<file path="src/rtl/gcd_pkg.sv">
// -----------------------------------------------------------------------------
// gcd_pkg
// Shared types and widths for the GCD request/response streams.
//   gcd_req_t  : request message {a, b}, a in the upper half
//   gcd_resp_t : response message (gcd result)
// -----------------------------------------------------------------------------
package gcd_pkg;

    localparam int GCD_REQ_NBITS  = 32;
    localparam int GCD_RESP_NBITS = 16;

    typedef struct packed {
        logic [15:0] a;
        logic [15:0] b;
    } gcd_req_t;

    typedef logic [GCD_RESP_NBITS-1:0] gcd_resp_t;

endpackage

</file>
<file path="src/rtl/gcd_tag_fifo.sv">
// -----------------------------------------------------------------------------
// gcd_tag_fifo
// Small FIFO holding the requester index of every request forwarded to the
// GCD unit, so responses can be routed back in issue order.
//   clk, rst   : clock, asynchronous active-high reset (empties the FIFO)
//   push       : write push_data (ignored when full)
//   push_data  : tag to store
//   pop        : discard the head entry (ignored when empty)
//   head       : oldest stored tag (meaningless when empty)
//   full/empty : occupancy flags
// -----------------------------------------------------------------------------
module gcd_tag_fifo #(
    parameter int WIDTH = 2,
    parameter int DEPTH = 2
) (
    input  logic             clk,
    input  logic             rst,
    input  logic             push,
    input  logic [WIDTH-1:0] push_data,
    input  logic             pop,
    output logic [WIDTH-1:0] head,
    output logic             full,
    output logic             empty
);

    localparam int PTR_W = (DEPTH > 1) ? $clog2(DEPTH) : 1;
    localparam int CNT_W = $clog2(DEPTH + 1);

    logic [WIDTH-1:0] mem [DEPTH];
    logic [PTR_W-1:0] wr_ptr;
    logic [PTR_W-1:0] rd_ptr;
    logic [CNT_W-1:0] count;
    logic             do_push;
    logic             do_pop;

    // Pointers wrap explicitly so DEPTH need not be a power of two.
    function automatic logic [PTR_W-1:0] ptr_inc(input logic [PTR_W-1:0] p);
        if (p == PTR_W'(DEPTH - 1)) begin
            return '0;
        end
        return p + 1'b1;
    endfunction

    assign full    = (count == CNT_W'(DEPTH));
    assign empty   = (count == '0);
    assign do_push = push & ~full;
    assign do_pop  = pop & ~empty;
    assign head    = mem[rd_ptr];

    always_ff @(posedge clk or posedge rst) begin
        if (rst) begin
            wr_ptr <= '0;
            rd_ptr <= '0;
            count  <= '0;
        end else begin
            if (do_push) begin
                wr_ptr <= ptr_inc(wr_ptr);
            end
            if (do_pop) begin
                rd_ptr <= ptr_inc(rd_ptr);
            end
            case ({do_push, do_pop})
                2'b10:   count <= count + 1'b1;
                2'b01:   count <= count - 1'b1;
                default: count <= count;
            endcase
        end
    end

    // Tag storage needs no reset: entries are only read while counted valid.
    always_ff @(posedge clk) begin
        if (do_push) begin
            mem[wr_ptr] <= push_data;
        end
    end

endmodule

</file>
<file path="src/rtl/gcd_req_arbiter.sv">
// -----------------------------------------------------------------------------
// gcd_req_arbiter
// Shares one GCD unit between p_num_reqs requester streams. A round-robin
// arbiter forwards one {a,b} request per transfer; a tag FIFO remembers the
// requester of each outstanding request so responses return to their owner
// in issue order.
//   clk, rst              : clock, asynchronous active-high reset
//   req_val/req_rdy/msg   : per-requester request streams (msg slice i at
//                           [i*p_req_nbits +: p_req_nbits])
//   resp_val/resp_rdy/msg : per-requester response streams (same slicing)
//   gcd_req_*             : request stream to the GCD unit
//   gcd_resp_*            : response stream from the GCD unit
// -----------------------------------------------------------------------------
module gcd_req_arbiter
    import gcd_pkg::*;
#(
    parameter int p_num_reqs     = 4,
    parameter int p_max_inflight = 2,
    parameter int p_req_nbits    = GCD_REQ_NBITS,
    parameter int p_resp_nbits   = GCD_RESP_NBITS
) (
    input  logic                             clk,
    input  logic                             rst,
    input  logic [p_num_reqs-1:0]            req_val,
    output logic [p_num_reqs-1:0]            req_rdy,
    input  logic [p_num_reqs*p_req_nbits-1:0]  req_msg,
    output logic [p_num_reqs-1:0]            resp_val,
    input  logic [p_num_reqs-1:0]            resp_rdy,
    output logic [p_num_reqs*p_resp_nbits-1:0] resp_msg,
    output logic                             gcd_req_val,
    input  logic                             gcd_req_rdy,
    output logic [p_req_nbits-1:0]           gcd_req_msg,
    input  logic                             gcd_resp_val,
    output logic                             gcd_resp_rdy,
    input  logic [p_resp_nbits-1:0]          gcd_resp_msg
);

    localparam int ID_W = $clog2(p_num_reqs);

    logic [ID_W-1:0] prio;
    logic [ID_W-1:0] winner;
    logic [ID_W-1:0] head;
    logic [ID_W:0]   scan_sum;
    logic [ID_W-1:0] cand;
    logic            any_val;
    logic            fifo_full;
    logic            fifo_empty;
    logic            issue_fire;
    logic            ret_fire;

    // Round-robin search starting at prio. Scanning from the farthest
    // candidate back to prio lets the nearest requesting index win last.
    always_comb begin
        winner   = prio;
        scan_sum = '0;
        cand     = '0;
        for (int k = p_num_reqs - 1; k >= 0; k--) begin
            scan_sum = {1'b0, prio} + (ID_W + 1)'(k);
            if (scan_sum >= (ID_W + 1)'(p_num_reqs)) begin
                scan_sum = scan_sum - (ID_W + 1)'(p_num_reqs);
            end
            cand = scan_sum[ID_W-1:0];
            if (req_val[cand]) begin
                winner = cand;
            end
        end
    end

    assign any_val = |req_val;

    // Request side is gated by rst so nothing looks acceptable while the
    // block is held in reset, even though the FIFO reads as empty then.
    // Full blocks issue regardless of a same-cycle pop: keeps resp_rdy off
    // the req_rdy path.
    assign gcd_req_val = ~rst & any_val & ~fifo_full;
    assign gcd_req_msg = gcd_req_val ? req_msg[winner*p_req_nbits +: p_req_nbits]
                                     : '0;

    always_comb begin
        req_rdy = '0;
        if (~rst && any_val && gcd_req_rdy && ~fifo_full) begin
            req_rdy[winner] = 1'b1;
        end
    end

    assign issue_fire = gcd_req_val & gcd_req_rdy;

    always_comb begin
        resp_val = '0;
        if (~fifo_empty) begin
            resp_val[head] = gcd_resp_val;
        end
    end

    assign gcd_resp_rdy = ~fifo_empty & resp_rdy[head];
    assign ret_fire     = gcd_resp_val & gcd_resp_rdy;
    assign resp_msg     = {p_num_reqs{gcd_resp_msg}};

    always_ff @(posedge clk or posedge rst) begin
        if (rst) begin
            prio <= '0;
        end else if (issue_fire) begin
            prio <= (winner == ID_W'(p_num_reqs - 1)) ? '0 : winner + 1'b1;
        end
    end

    gcd_tag_fifo #(
        .WIDTH (ID_W),
        .DEPTH (p_max_inflight)
    ) u_tag_fifo (
        .clk       (clk),
        .rst       (rst),
        .push      (issue_fire),
        .push_data (winner),
        .pop       (ret_fire),
        .head      (head),
        .full      (fifo_full),
        .empty     (fifo_empty)
    );

`ifndef SYNTHESIS
    // A response with no outstanding tag has no owner to route to.
    a_resp_has_tag: assert property (@(posedge clk) disable iff (rst)
        gcd_resp_val |-> ~fifo_empty)
        else $error("gcd response arrived with no outstanding request");
`endif

endmodule

</file>
<file path="config.mk">
export PLATFORM = sky130hd
export DESIGN_NAME = gcd_req_arbiter
export DESIGN_NICKNAME = d
export VERILOG_FILES = /design/src/rtl/gcd_pkg.sv /design/src/rtl/gcd_tag_fifo.sv /design/src/rtl/gcd_req_arbiter.sv
export SDC_FILE = /design/constraint.sdc
export NUM_CORES = 1
export LEC_CHECK = 0
export CAP_MARGIN = 20
export CORE_AREA = 2 2 102 104
export DETAILED_ROUTE_END_ITERATION = 8
export DIE_AREA = 0 0 104 106
export DONT_BUFFER_PORTS = 1
export GPL_TIMING_DRIVEN = 0
export PLACE_DENSITY = 0.37
export SYNTH_ARGS = -nofsm -noshare
export SYNTH_HDL_FRONTEND = slang
export SYNTH_SLANG_ARGS = --single-unit
</file>
<file path="constraint.sdc">
create_clock -name clk -period 2.9 [get_ports clk]
set_input_delay 0.435 -clock clk [delete_from_list [all_inputs] [get_ports clk]]
set_output_delay 0.435 -clock clk [all_outputs]
set_load 0.02 [all_outputs]
</file>
Yosys cells after proc, flatten, opt, wreduce, memory -nomap -nowiden
Memory sizes are Yosys's and may differ from the RTL's.
Cells that the tools add are included.
Word-level totals
  register bits after elaboration: 6
  memory bits (writable): 4
  input bits: 156
  output and inout bits: 106
  memories kept: 1
Memory list
  u_tag_fifo.mem: depth 2, width 2, read ports 1, clocked after memory_dff 0, write ports 1, RTL line gcd_tag_fifo.sv:29  | logic [WIDTH-1:0] mem [DEPTH];
Cells by class
  $add $sub $neg: 12
  order comparisons: 12
  equal/unequal tests: 4
  shifts and indexed selects: 1
  multiplexer cells: 37
  bitwise logic cells: 11
  reduce and logical (&&, ||, !) cells: 8
Operator list (number)
  $shiftx 128x8->32: 1
  $mux 32: 1
  $lt 2x3->1 const B: 6
  $mux 2: 9
  $mux 1: 17
  $bmux 1 s2: 5
  $sub 2x1->2 const B: 5
  $ge 3x3->1 const B: 3
  $mux 4: 2
  $and 1x1->1: 7
  $add 2x2->3 const B: 2
  $eq 2x2->1 const B: 3
  $logic_and 1x1->1: 5
  $add 2x1->2 const B: 2
  $and 4x4->4: 1
  $demux 1 s2: 2
  $ge 2x1->1 const B: 2
  $pmux 2 s2: 1
  $reduce_or 4->1: 1
  $add 2x1->3 const B: 1
  $ge 2x3->1 const B: 1
  $not 1->1: 3
  $add 1x1->1 const B: 2
  $eq 2x1->1 const B: 1
  other kinds (2): 2

Depth between registers and ports, before layout
Gate-level depths: netlist of the first run.
  depth after elaboration: 14
  mapped depth: 9
  mapped depth without buffers: 7

Modules after synthesis
Synthesis of the first run repeated with hierarchy kept, for this count alone.
Unflattened totals
  cell total of the unflattened synthesis: 245
  area, all modules: 2183.3 µm²
By module, submodules not included
  gcd_req_arbiter: instances 1, cells an instance 220, area each 1840.5 µm²
  gcd_tag_fifo: instances 1, cells an instance 25, area each 342.8 µm²

Least setup slack after synthesis of the first run
Ideal clock, no wire load.
  path type: input-to-output
  start: input req_val[0]
  end: output req_rdy[1]
  arrival: 1.873 ns
  required time: 2.465 ns
  setup slack: 0.592 ns
  stages on the path: 9
  path buffers: 3
  cell sequence: nor2b_1 -> a2111oi_0 -> nand2b_1 -> buf_4 -> buf_12 -> buf_8 -> inv_1 -> ha_1 -> and3_1
Between the ends
  longest elaborated chain between the ends: 11
RTL lines
  start: declaration: RTL line gcd_req_arbiter.sv:24  | input logic [p_num_reqs-1:0] req_val,
  $bmux 1 s2: RTL line gcd_req_arbiter.sv:63  | if (req_val[cand]) begin
  $mux 1 (implied by the code): RTL line gcd_req_arbiter.sv:63
  $mux 2 (3 in a row): RTL line gcd_req_arbiter.sv:63
  $mux 2 (*): RTL line gcd_req_arbiter.sv:63
  via u_tag_fifo.push_data[1]: RTL line gcd_tag_fifo.sv:19  | input logic [WIDTH-1:0] push_data,
  $lt 2x3->1 (implied by the code) / $ge 2x1->1 (equally long branches): RTL line gcd_req_arbiter.sv:82  | req_rdy[winner] = 1'b1;
  $logic_and 1x1->1 (implied by the code): RTL line gcd_req_arbiter.sv:82
  $mux 1 (implied by the code): RTL line gcd_req_arbiter.sv:82
  $demux 1 s2 (*): RTL line gcd_req_arbiter.sv:82
  $mux 4 (*): RTL line gcd_req_arbiter.sv:81  | if (~rst && any_val && gcd_req_rdy && ~fifo_full) begin
  end: declaration: RTL line gcd_req_arbiter.sv:25  | output logic [p_num_reqs-1:0] req_rdy,
Mark *: on every way through the listed nets, which the timed path passes. The rest lies on a longest branch. The select of a mux whose other input is x is not followed.

Worst setup path after layout of the first run
  start: register u_tag_fifo.count[0]
  end: output gcd_req_msg[7]
Between the ends
  longest elaborated chain between the ends: 4
RTL lines
  start: declaration: RTL line gcd_tag_fifo.sv:32  | logic [CNT_W-1:0] count;
  start signal: assignment: RTL line gcd_tag_fifo.sv:63  | 2'b10: count <= count + 1'b1;
  start signal: assignment: RTL line gcd_tag_fifo.sv:64  | 2'b01: count <= count - 1'b1;
  start signal: assignment: RTL line gcd_tag_fifo.sv:65  | default: count <= count;
  $eq 2x2->1: RTL line gcd_tag_fifo.sv:44  | assign full = (count == CNT_W'(DEPTH));
  $not 1->1: RTL line gcd_req_arbiter.sv:75  | assign gcd_req_val = ~rst & any_val & ~fifo_full;
  $and 1x1->1: RTL line gcd_req_arbiter.sv:75
  via gcd_req_val: RTL line gcd_req_arbiter.sv:30  | output logic gcd_req_val,
  $mux 32: RTL line gcd_req_arbiter.sv:76  | assign gcd_req_msg = gcd_req_val ? req_msg[winner*p_req_nbits +: p_req_nbits]
  end: declaration: RTL line gcd_req_arbiter.sv:32  | output logic [p_req_nbits-1:0] gcd_req_msg,
The timed path passes the listed nets, and every way through them passes these cells.

==> flow_metrics.tcl, run 1 <==
set metrics [dict create \
    grt_first_pass_wirelength_um 10300 \
    power.share.clock_pct 6.9 \
    synthXorXnorAreaFrac_pct 2.05 \
    netlist.area_leader.share_pct 30.9 \
    die_w_um 104 \
    synth_compound_area_share_pct 13.7 \
    routedWlPerCell_um 19.6 \
    diodes 0 \
    ys_warn_count 0 \
    drt_iter0_drc 86 \
    p_sw_share_pct 53.5 \
    dp_hpwl_um 6270 \
    viasPerCell 4.67 \
    rsz0062_at_grt "yes" \
    fin_crit_ps 2870 \
    yosysMostFrequentCell "mux2i_1" \
    die_y_um 106 \
    grt_pass1_vias 1764 \
    cts_hold_buf 0 \
    antenna_found_initial 0 \
    yosys-mux-area-fraction_pct 33.0 \
    grt_usage_pct 11.8 \
    drtAntennaViolNets 0 \
    ff_latch_area_um2 270 \
    p_switching_uw 1150 \
    finalSetupTns_ps 0 \
    synth.avg_cell_area_um2 8.94 \
    hp-class "input port to asynchronous set/reset pin" \
    cp-startpoint "u_tag_fifo.count[0]$_DFFE_PP0P_" \
    power.leakage_uw 0.00115 \
    outcome "finished, final reports clean" \
    ir_worst_vdd_mv 0.234 \
    worstPathMaxFanout 10 \
    start_util_pct 21.4 \
    regToRegSetupSlack_ps 690 \
    clockBufferDepth 2 \
    numCtsBuffers 3 \
    powerDensity_nw_per_um2 868 \
    path_class "register to primary output" \
    r2r_end "u_tag_fifo.count[1]$_DFFE_PP0P_" \
    rr_worst_depth 6 \
    yosysSeqAreaShare_pct 12.7 \
    p_int_uw 1000 \
    reg2reg_from "u_tag_fifo.rd_ptr$_DFFE_PP0P_" \
    required_ps 2470 \
    cts_tree "yes" \
    syn-instance-count 239 \
    synth_fa_ha_area_share_pct 2.93 \
    critPathArrivalTime_ps 2430 \
    p_total_uw 2160 \
    finalCritPeriodShare_pct 98.9 \
    cts.sinks 10 \
    num_io_pins 262 \
    portBuffers 0 \
    ys_ff_latch 10 \
    endpoint_kind "primary output" \
    netlist.top_cell.by_area "mux2i_1" \
    synthDistinctLibCells 34 \
    synth_area_um2 2140 \
    fin_skew_ps 1.67 \
    ys_async_sr_fraction_pct 60.0 \
    fillers 1112 \
    synth_edf_count 4 \
    slew_headroom_pct 50.3 \
    drive_above_1_share_pct 42.6 \
    fin_cells 380 \
    syn_to_final_growth_pct 16.3 \
    finalHoldViolCount 0 \
    cp-start-kind "register" \
    cts_max_level 1 \
    setup_viol 0 \
    cap_violations 0 \
    pwr-share-seq_pct 12.9 \
    synth_top_family_by_area "multiplexers" \
    worstSetupEndpoint "gcd_req_msg[7]" \
    synth_nets 400 \
    core_area_um2 10000 \
    place_inst 375 \
    ys_top_cells_by_area "mux2i_1, buf_4, o22ai_1, dfrtp_1, edfxtp_1" \
    vias 1776 \
    gp_congestion 0.788 \
    nets 406 \
    comb_power_share_pct 80.2 \
    post-cts-setup-buffer-count 0 \
    clock-root-buffer "clkbuf_8" \
    synth-main-ff-cell "dfrtp_1" \
    worst_pin_slew_ps 745 \
    rows 37 \
    drc 0 \
    report.final.slew_viol_count 0 \
    max_freq_mhz 349 \
    clkTransAtPathRegs_ps 50 \
    dr.pass1.iters 4 \
    synthTopCellsByCount "mux2i_1, buf_4, o22ai_1, nor2_1, dfrtp_1" \
    yosys.area_share.simple_pct 5.74 \
    clock_latency_ps 230 \
    multi_input_area_um2 1360 \
    overflow 0 \
    grt_max_degree 14 \
    drt-total-wl_um 7430 \
    dieArea_um2 11000 \
]
## repair_timing
action	in CTS	in global routing
pin swaps	1	0
resized for setup	7	13
cloned	1	0
setup endpoints to repair	24	25
## power groups by stage
| stage | logic (uW) | registers, uW | clock network, uW |
|---|---|---|---|
| floorplan | 1400 | 262 | 0 |
| global placement | 1640 | 277 | 0 |
| detailed placement | 1650 | 276 | 0 |
| CTS | 1700 | 277 | 151 |
| global route | 1860 | 289 | 161 |
| finish | 1730 | 278 | 149 |
## worst max-delay path, stage by stage, from the launching register on
cell      delay, ps
dfrtp_1         460
inv_2            90
a221oi_4        530
nand2_1         250
buf_1           370
o22ai_1         490
## state kept, by name (all words and copies together), names as in the netlist
| register | cells |
|---|---|
| u_tag_fifo.wr_ptr | 1 |
| u_tag_fifo.count | 2 |
| u_tag_fifo.rd_ptr | 1 |
| u_tag_fifo.mem | 4 |
| prio | 2 |
## cell type report
class,count,area share [%]
multi-input cells,147,54.8
plain buffers,78,24.9
flip-flops and latches,10,10.9
well taps,136,6.85
clock buffers,4,1.81
inverters,5,0.755
## metrics by stage
step                worst slack, ps  cell area [um2]  hold slack, ps  utilization, %
finish                         31.6             2480            9.02            24.8
global placement                101             2310             264            23.1
floorplan                       592             2140             226               -
detailed placement              106             2310             263            23.1
CTS                           -45.6             2410            9.81            24.1
global route                   -150             2480            20.7            24.8
## worst min path at each step
| stage | start | to | slack [ps] |
|---|---|---|---|
| floorplan | rst | prio[0]$_DFFE_PP0P_ | 230 |
| global placement | rst | u_tag_fifo.count[1]$_DFFE_PP0P_ | 260 |
| detailed placement | rst | u_tag_fifo.count[1]$_DFFE_PP0P_ | 260 |
| CTS | rst | prio[0]$_DFFE_PP0P_ | 10 |
| global route | rst | prio[1]$_DFFE_PP0P_ | 20 |
| finish | rst | prio[1]$_DFFE_PP0P_ | 9 |
## per-layer routing
layer | track usage, % | routed length (um) | vias to the layer above
met5 | 0 | 0 | -
met4 | 1.54 | 27 | 0
met3 | 2.58 | 496 | 3
met2 | 21.5 | 4030 | 108
met1 | 14.7 | 2880 | 844
li1 | - | - | 821
## cells by family after synthesis
| logic type | count (synthesis) |
|---|---|
| buffers and inverters | 83 |
| multiplexers | 69 |
| AO/OA/AOI/OAI | 42 |
| AND/OR/NAND/NOR | 25 |
| flip-flops | 10 |
| XOR/XNOR | 5 |
| adder cells (fa/ha/maj) | 5 |
## placed cells by master (no fill, tap or decap), types with 4 or more instances in the layout
cell type,n
and3_1,5
mux2i_1,66
ha_1,5
o22ai_1,13
buf_4,65
nor2_1,8
nand2_1,5
o22ai_2,19
dfrtp_1,6
edfxtp_1,4
Power figures use the tool's default switching activity.
==> run 2, diff against run 1 <==
Settings changed: CORE_AREA 2 2 102 104 to unset, CORE_MARGIN set to 5, CORE_UTILIZATION set to 25, DIE_AREA 0 0 104 106 to unset, PLACE_DENSITY 0.37 to 0.4.
==> flow_metrics.tcl, run 2 (synthesized netlist as in run 1, its figures left out) <==
set metrics [dict create \
    nets 406 \
    diodes 0 \
    reg_top3 "u_tag_fifo.mem (4), prio (2), u_tag_fifo.count (2)" \
    dr.pass1.iters 4 \
    max_freq_mhz 353 \
    drive_above_1_share_pct 44.3 \
    die_w_um 102 \
    num_io_pins 262 \
    worstPathMaxFanout 10 \
    dieArea_um2 10500 \
    ir_worst_vdd_mv 0.236 \
    finalCritPeriodShare_pct 97.6 \
    start_util_pct 25.9 \
    regMostFlops "u_tag_fifo.mem" \
    grt_max_degree 14 \
    clkTransAtPathRegs_ps 50 \
    cap_violations 0 \
    post-cts-setup-buffer-count 0 \
    routedWlPerCell_um 25.1 \
    antenna_found_initial 0 \
    clock_latency_ps 230 \
    vias 1784 \
    core_area_um2 8260 \
    dp_hpwl_um 7610 \
    final_cell_area_um2 2470 \
    numCtsBuffers 3 \
    outcome "finished, final reports clean" \
    finalHoldViolCount 0 \
    critPathArrivalTime_ps 2390 \
    grt_usage_pct 14.3 \
    setup_viol 0 \
    worst_pin_slew_ps 732 \
    fin_cells 349 \
    syn_to_final_growth_pct 15.7 \
    portBuffers 0 \
    slew_headroom_pct 51.2 \
    die_y_um 102 \
    slowest_delay_ps 530 \
    grt_pass1_vias 1886 \
    viasPerCell 5.11 \
    gp_congestion 0.695 \
    drc 0 \
    fin_crit_ps 2830 \
    grt_first_pass_wirelength_um 11400 \
    layout_common_cells "mux2i_1, buf_4, o22ai_2" \
    place_inst 344 \
    multi_input_area_um2 1390 \
    required_ps 2470 \
    fillers 889 \
    fin_skew_ps 2.24 \
    drtAntennaViolNets 0 \
    cts.sinks 10 \
    clockBufferDepth 2 \
    overflow 0 \
    largest_reg_flops 4 \
    endpoint_kind "primary output" \
    cp-start-kind "register" \
    report.final.slew_viol_count 0 \
    finish.utilization_pct 29.9 \
    ff_latch_area_um2 270 \
    final_common_cell "mux2i_1" \
    powerDensity_nw_per_um2 885 \
    power.leakage_uw 0.00116 \
    placed_area_um2 2270 \
    rsz0062_at_grt "yes" \
    drt-total-wl_um 8750 \
    finalSetupTns_ps 0 \
    cts_max_level 1 \
    path_cells "inv_2 -> a221oi_4 -> nand2_1 -> clkbuf_1 -> o22ai_1" \
    slowest_stage "a221oi_4" \
    drt_iter0_drc 37 \
    cts_tree "yes" \
    rows 33 \
    clock-root-buffer "clkbuf_8" \
    path_class "register to primary output" \
    hp-class "input port to asynchronous set/reset pin" \
]
==> run 2: worst paths after layout <==
path / startpoint / to / slack [ps] / cells after the start
worst min register to register: u_tag_fifo.wr_ptr$_DFFE_PP0N_ / u_tag_fifo.wr_ptr$_DFFE_PP0N_ / 500 / 1
worst min-delay path: rst / prio[1]$_DFFE_PP0P_ / 2 / 1
max in group asynchronous: rst / u_tag_fifo.rd_ptr$_DFFE_PP0P_ / 2700 / 1
worst max-delay path: u_tag_fifo.count[0]$_DFFE_PP0P_ / gcd_req_msg[4] / 70 / 5
min in group clk: u_tag_fifo.wr_ptr$_DFFE_PP0N_ / u_tag_fifo.wr_ptr$_DFFE_PP0N_ / 500 / 1
worst max register to register: u_tag_fifo.rd_ptr$_DFFE_PP0P_ / u_tag_fifo.count[1]$_DFFE_PP0P_ / 690 / 6
==> run 2: critical path: cells and delay by family (launching register included) <==
kind | cells | cell delay (ps)
simple gates | 1 | 270
buf+inv | 2 | 410
flops | 1 | 450
compound gates | 2 | 1030
==> run 2: layout make-up <==
class	count	share of cell area, %
Tap cell	105	5.32
Multi-Input combinational cell	147	56.1
Clock buffer	3	1.67
Clock inverter	1	0.152
Buffer	78	25.1
Inverter	5	0.759
Sequential cell	10	10.9
==> run 2: what timing repair did <==
action	in CTS	in global routing
pin swaps	1	1
setup endpoints to repair	21	29
hold buffers	0	0
endpoints found under the hold margin	0	0
cloned	0	1
gates resized for setup	12	11
==> run 2: report_power, final <==
part           internal, uW  switching [uW]  total [uW]
Combinational           708            1050        1760
Clock                  92.7            54.4         147
Sequential              210            68.4         278
Total                  1010            1180        2190
==> run 2: per-layer routing <==
layer / GRT usage (%) / up-vias / share of wire [%] / wire (um)
met5: 0 / - / 0 / 0
met2: 24.2 / 112 / 53 / 4610
met3: 5.12 / 8 / 9.5 / 834
met4: 3.33 / 0 / 1.3 / 112
li1: - / 819 / - / -
met1: 17.4 / 845 / 37 / 3200
==> run 2: stage by stage <==
stage | worst slack, ps | hold slack, ps | total power, uW
after floorplan | 592 | 226 | 1660
after global placement | 148 | 263 | 1930
after detailed placement | 133 | 260 | 1930
after CTS | -123 | 5.52 | 2150
after global routing | -80.9 | 19.0 | 2340
final | 70.6 | 2.16 | 2190
